File: src/rtl/logic_pkg.sv
// logic_pkg: shared operator and state encodings for the logic_fold block.
package logic_pkg;
    typedef enum logic [1:0] {OP_AND = 2'b00, OP_OR = 2'b01, OP_XOR = 2'b10, OP_XNOR = 2'b11} op_e;
    typedef enum logic [1:0] {IDLE = 2'd0, ACCUM = 2'd1, DONE = 2'd2} state_e;
endpackage

File: src/rtl/logic_op.sv
// logic_op: combinational WIDTH-bit bitwise operator selected by op.
module logic_op import logic_pkg::*; #(
    parameter int WIDTH = 4
) (
    input  op_e              i_op,
    input  logic [WIDTH-1:0] i_a,
    input  logic [WIDTH-1:0] i_b,
    output logic [WIDTH-1:0] o_y
);
    assign o_y = i_op == OP_AND ? i_a & i_b :
                 i_op == OP_OR  ? i_a | i_b :
                 i_op == OP_XOR ? i_a ^ i_b : ~(i_a ^ i_b);
endmodule

File: src/rtl/logic_fold.sv
// logic_fold: folds a LEN-word frame with a selectable bitwise operator, one result per frame.
module logic_fold import logic_pkg::*; #(
    parameter int WIDTH  = 4,
    parameter int MAXLEN = 15,
    parameter int CNTW   = 4
) (
    input  logic             CLK,
    input  logic             RESET,
    input  logic [1:0]       OP,
    input  logic [CNTW-1:0]  LEN,
    input  logic [WIDTH-1:0] I,
    input  logic             I_VALID,
    output logic             I_READY,
    output logic [WIDTH-1:0] O,
    output logic             O_VALID,
    input  logic             O_READY,
    output logic             BUSY
);
    state_e            r_state;
    op_e               r_op;
    logic [CNTW-1:0]   r_len;
    logic [CNTW-1:0]   r_cnt;
    logic [WIDTH-1:0]  r_acc;
    logic [CNTW-1:0]   w_eff_len;
    logic [WIDTH-1:0]  w_f;
    logic              w_in;
    logic              w_start;

    assign w_eff_len = LEN == '0 ? CNTW'(1) : LEN > CNTW'(MAXLEN) ? CNTW'(MAXLEN) : LEN;
    assign I_READY   = r_state == DONE ? O_READY : 1'b1;
    assign O_VALID   = r_state == DONE;
    assign O         = r_acc;
    assign BUSY      = r_state != IDLE;
    assign w_in      = I_VALID & I_READY;
    // An accepted word outside ACCUM always opens a frame; in DONE it implies the result left too.
    assign w_start   = w_in & (r_state != ACCUM);

    logic_op #(.WIDTH(WIDTH)) u_op (.i_op(r_op), .i_a(r_acc), .i_b(I), .o_y(w_f));

    always_ff @(posedge CLK or posedge RESET) begin
        if (RESET) begin
            r_state <= IDLE;
            r_op    <= OP_AND;
            r_len   <= '0;
            r_cnt   <= '0;
            r_acc   <= '0;
        end else if (w_start) begin
            r_op    <= op_e'(OP);
            r_len   <= w_eff_len;
            r_acc   <= I;
            r_cnt   <= CNTW'(1);
            r_state <= w_eff_len == CNTW'(1) ? DONE : ACCUM;
        end else if (r_state == ACCUM && w_in) begin
            r_acc   <= w_f;
            r_cnt   <= r_cnt + CNTW'(1);
            r_state <= r_cnt + CNTW'(1) == r_len ? DONE : ACCUM;
        end else if (r_state == DONE && O_READY) begin
            r_state <= IDLE;
        end
    end
endmodule

File: config.mk
export PLATFORM = sky130hd
export DESIGN_NAME = logic_fold
export DESIGN_NICKNAME = d
export VERILOG_FILES = /design/src/rtl/logic_pkg.sv /design/src/rtl/logic_op.sv /design/src/rtl/logic_fold.sv
export SDC_FILE = /design/constraint.sdc
export NUM_CORES = 1
export LEC_CHECK = 0
export ABC_AREA = 1
export CORE_MARGIN = 2
export CORE_UTILIZATION = 40
export CTS_CLUSTER_DIAMETER = 150
export DETAILED_ROUTE_END_ITERATION = 10
export HOLD_SLACK_MARGIN = 0.05
export MAX_ROUTING_LAYER = met4
export PLACE_DENSITY_LB_ADDON = 0.12
export SLEW_MARGIN = 20
export SYNTH_ARGS = -nofsm -noshare
export SYNTH_HDL_FRONTEND = slang
export SYNTH_SLANG_ARGS = --single-unit
File: constraint.sdc
create_clock -name CLK -period 1.85 [get_ports CLK]
set_input_delay 0.2775 -clock CLK [delete_from_list [all_inputs] [get_ports CLK]]
set_output_delay 0.2775 -clock CLK [all_outputs]
set_load 0.01 [all_outputs]
# After elaboration in Yosys (flattened, before gate mapping)
# Cells that the tools add are included.
# W data, S select, Z words.
[word_totals]
word_cells = 42
out_inout_bits = 7
register_bits = 16
[classes]
muxes = 15
reduce_logical = 7
n_addsub = 1
magnitude_cmp = 1
eq_ne = 7
n_bitwise = 6
[op_table]
columns = ["op", "n"]
rows = [
  ["$mux W4", 9],
  ["$mux W2", 5],
  ["$add A4 B1 Y4 const B", 1],
  ["$and A4 B4 Y4", 1],
  ["$eq A2 B1 Y1 const B", 2],
  ["$eq A2 B2 Y1 const B", 2],
  ["$eq A4 B1 Y1 const B", 1],
  ["$eq A4 B4 Y1", 1],
  ["$gt A4 B4 Y1 const B", 1],
  ["$logic_not A4 Y1", 1],
  ["$not A4 Y4", 1],
  ["$or A4 B4 Y4", 1],
  ["$reduce_bool A2 Y1", 2],
  ["$xor A4 B4 Y4", 1],
  ["$reduce_bool A3 Y1", 1],
  ["$and A1 B1 Y1", 2],
  ["$logic_and A1 B1 Y1", 2],
  ["$logic_not A2 Y1", 1],
  ["$ne A2 B1 Y1 const B", 1],
  ["$mux W1", 1],
]

# Depth between registers and ports, before layout
[depth]
ltp_word = 7
ltp_mapped = 9
mapped_depth_nobuf = 9

# Hierarchy
# A second synthesis with hierarchy kept.
[unflattened]
hier_cells = 164
hier_area_um2 = 1148.6
[by_module_without_submodules]
columns = ["module", "seq_area_each_um2", "n_inst", "area_per_inst_um2", "cells_each"]
rows = [
  ["logic_fold", 400.4, 1, 870.8, 112],
  ["logic_op", 0.0, 1, 277.8, 52],
]

# Worst setup path after synthesis
# No wires, ideal clock.
[synth_path]
kind = "register to register"
start = "register r_cnt[0]"
end = "register r_state[0]"
synth_period_minus_slack_ps = 1320
path_slack_ps = 530
t_required_ps = 1714
arrival_ps = 1185
path_stages_with_launch = 8
path_buffers = 0
setup_time_ps = 136
cell_sequence = "dfrtp_1 -> ha_1 -> nor2_1 -> o21ai_0 -> nor2_1 -> nand2_1 -> nand2_1 -> nand3_1"
[synth_via]
elab_chain_len = 5
[synth_rtl]
columns = ["item", "line", "rtl"]
rows = [
  ["from (decl)", "logic_fold.sv:22", "logic [CNTW-1:0] r_cnt;"],
  ["from (signal assigned)", "logic_fold.sv:55", "r_cnt <= r_cnt + CNTW'(1);"],
  ["$add A4 B1 Y4", "logic_fold.sv:56", "r_state <= r_cnt + CNTW'(1) == r_len ? DONE : ACCUM;"],
  ["$eq A4 B4 Y1", "logic_fold.sv:56", ""],
  ["$mux W2", "logic_fold.sv:56", ""],
  ["$mux W2", "logic_fold.sv:53", "end else if (r_state == ACCUM && w_in) begin"],
  ["$mux W2", "logic_fold.sv:47", "end else if (w_start) begin"],
  ["to (signal assigned)", "logic_fold.sv:52", "r_state <= w_eff_len == CNTW'(1) ? DONE : ACCUM;"],
  ["to (signal assigned)", "logic_fold.sv:56", ""],
  ["to (decl)", "logic_fold.sv:19", "state_e r_state;"],
]
# Every way passes these cells.
# A chain may end at the register's enable or synchronous reset.

# Worst setup path after layout
[layout_path]
start = "register r_state[1]"
end = "output BUSY"
[layout_via]
elab_chain_len = 1
[layout_rtl]
columns = ["item", "line", "rtl"]
rows = [
  ["$reduce_bool A2 Y1", "logic_fold.sv:33", "assign BUSY = r_state != IDLE;"],
  ["to (decl)", "logic_fold.sv:17", "output logic BUSY"],
]
# Every way passes these cells.

==> impl_metrics.csv <==
group,metric,value,unit
global_routing,grt.overflow.total,0,
synth,synth_top_area_frac,0.3467,
synth,synth-seq-area-share,0.3467,
placed_design,port_buffers,20,
drt,routed_wirelength,2339,µm
critical_path,crit_type,"register to output port",
finish,final_area,1431,µm²
floorplanning,pin_count,21,
critical_path,endpoint_kind,"output port",
timing,skew,0.001933,ns
global_routing,grt_pass1_wl,4015,µm
synth,synth_cell_type_count,24,
timing,period_minus_slack,1.785,ns
clock_tree,cts_buffer_depth,2,
placed_design,gp_congestion,0.8568,
critical_path,r2r.worst_path.cells,7,
critical_path,worstPathCellList,"or2_2, clkdlybuf4s50_1",
critical_path,path_max_fanout,5,
drt,drt_iter0_drc,66,
timing,setup_viol,0,
finish,synthToLayoutAreaGrowth,23.94,%
power,p_leak,0.7512,nW
floorplanning,die_h,57.73,µm
synth,syn_nets,177,
synth,synth_edf_count,0,
global_routing,grtUsageTotal,0.1602,
synth,yosysTopAreaCell,"dfrtp_1",
synth,synth_cells,154,
critical_path,cp.buffers_inverters,1,
power,finalPower,2.052,mW
floorplanning,die-area,3333,µm²
min_path,hold_path.class,"input port to async pin",
critical_path,critPathSlowestCell,"clkdlybuf4s50_1",
critical_path,cp.required,1.57,ns
clock_tree,cts_sinks,16,
drt,drt-wirelength-per-cell,11.14,µm
synth,ys.flop_type,"dfrtp_1",
floorplanning,core_area,2758,µm²
power,p_per_area,1434,nW/µm²
timing,max_freq,560.2,MHz
global_routing,antenna_found_initial,0,
clock_tree,cts_root_buf,"clkbuf_4",
timing,grt_setup_unrepaired,"false",
global_routing,grt_max_degree,17,
synth,synth.avg_cell_area,7.499,µm²
critical_path,worstPathArrival,1.51,ns
timing,period_share,0.9649,
run_status,status,"complete, no violations",
drt,via_per_inst,4.886,
finish,final_nets,203,
critical_path,start_kind,"register",
timing,setup_tns,0,ns
clock_tree,cts_tree,"built",
timing,hold_viol,0,
floorplanning,initial_core_util,0.4188,
critical_path,rr_endpoint,"r_state[0]$_DFFE_PP0P_",
drt,ant_nets,0,
synth,synth_most_common_cell,"nand2_1",
placed_design,place_area,1386,µm²
synth,ys.warnings.count,0,
clock_tree,htreeDepth,1,
placed_design,dp.cells,205,
timing,relSlewSlack,0.7522,
clock_tree,clock_latency,0.29,ns
synth,synthTopCellsByCount,"nand2_1 (52), inv_1 (23), dfrtp_1 (16)",
clock_tree,clkTransAtPathRegs,0.10,ns
floorplanning,die_x,57.73,µm
clock_tree,ctsHoldBuffers,0,
critical_path,slowest_delay,0.48,ns
drt,dr.pass1.iters,4,
finish,n_antenna_cell,0,
synth,async_flop_share,1.000,
finish,drive_gt1_frac,0.1397,
critical_path,crit_family,"buffers and inverters",
clock_tree,cts_buffers,3,
power,vdd_drop_max,0.7094,mV
drt,vias,1026,
critical_path,rrSetupSlack,0.38,ns
timing,maxSlewViolCount,0,
flow_run,max_cap_violations,0,
timing,tightest_slew,0.3686,ns
critical_path,r2r_start,"r_cnt[0]$_DFFE_PP0P_",
global_routing,grt_pass1_vias,955,
finish,finalNonFillerCells,210,
synth,synth_area,1155,µm²
finish,postLayoutCoreUtil,0.5191,
floorplanning,placement_rows,19,
finish,fillers,281,
drt,drc_errors,0,
placed_design,dp_hpwl,1802,µm
synth,synth_area_leaders,"dfrtp_1 (35%), nand2_1 (17%), ha_1 (9.8%)",
synth,synth_seq_cells,16,
how the worst max path moves through the flow:
stage	startpoint	to	slack, ns	cells after the start
after floorplan	r_cnt[0]$_DFFE_PP0P_	r_state[0]$_DFFE_PP0P_	0.53	7
after global placement	O_READY	I_READY	0.16	4
after detailed placement	O_READY	I_READY	0.13	4
after CTS	r_state[1]$_DFFE_PP0P_	BUSY	0.02	2
after global routing	r_state[1]$_DFFE_PP0P_	BUSY	0.01	2
final	r_state[1]$_DFFE_PP0P_	BUSY	0.06	2
tightest hold or removal path, cell delays in order:
cell,delay [ns]
clkdlybuf4s50_1,0.40
inv_1,0.05
buf_4,0.23
stage by stage:
step	hold WS [ns]	setup slack, ns
floorplan	0.1912	0.5298
global placement	0.4862	0.1576
detailed placement	0.4983	0.1304
CTS	0.2971	0.02000
global route	0.3042	0.01439
finish	0.2873	0.06490
cells in the final DEF (no fill, tap or decap), drive strengths merged, types with 2 or more instances in the layout:
| cell type | netlist | layout |
|---|---|---|
| nand2 | 56 | 56 |
| inv | 26 | 26 |
| clkdlybuf4s50 | 0 | 20 |
| dfrtp | 16 | 16 |
| nand3 | 15 | 15 |
| ha | 9 | 9 |
| o21ai | 8 | 8 |
| nor2 | 7 | 7 |
| a21oi | 4 | 4 |
| xor2 | 4 | 4 |
| clkbuf | 0 | 4 |
| buf | 2 | 3 |
| nand4 | 2 | 2 |
flip-flops by register name, summed over array words and instances, names as in the netlist:
register	count
r_op	2
O	4
r_state	2
r_len	4
r_cnt	4
timing repair:
item | 4_1_cts | 5_1_grt
resized for setup | 0 | 1
setup endpoints to repair | 0 | 1
buffers inserted | 0 | 1
power breakdown:
group	internal, mW	leakage [nW]	switching [mW]	total [mW]
sequential	0.510	0.196	0.168	0.679
combinational	0.503	0.534	0.627	1.13
clock	0.120	0.0210	0.124	0.244
total	1.13	0.751	0.919	2.05
area by class of cell:
type	count	area (µm²)	area share
Timing Repair Buffer	23	222.7	0.1556
Multi-Input combinational cell	110	634.4	0.4432
Sequential cell	16	401.6	0.2806
Clock buffer	4	36.28	0.02535
Inverter	26	97.59	0.06818
Tap cell	31	38.79	0.02710
kinds of logic (layout without fill, tap and decap cells):
logic type	Yosys count	count (layout)	share of synthesized area
compound gates	15	15	0.08668
xor+xnor	4	4	0.03033
fa+ha+maj	9	9	0.09751
buf+inv	28	53	0.1040
flops	16	16	0.3467
simple gates	82	82	0.3348
routing by layer:
metal | routed length, µm | up-vias | global-route usage
met4 | 14 | 0 | 0.05316
li1 | - | 533 | -
met5 | 0 | - | -
met2 | 1065 | 25 | 0.2484
met1 | 1130 | 466 | 0.2164
met3 | 129 | 2 | 0.02232
No activity file was read; power rests on OpenSTA's default activity.
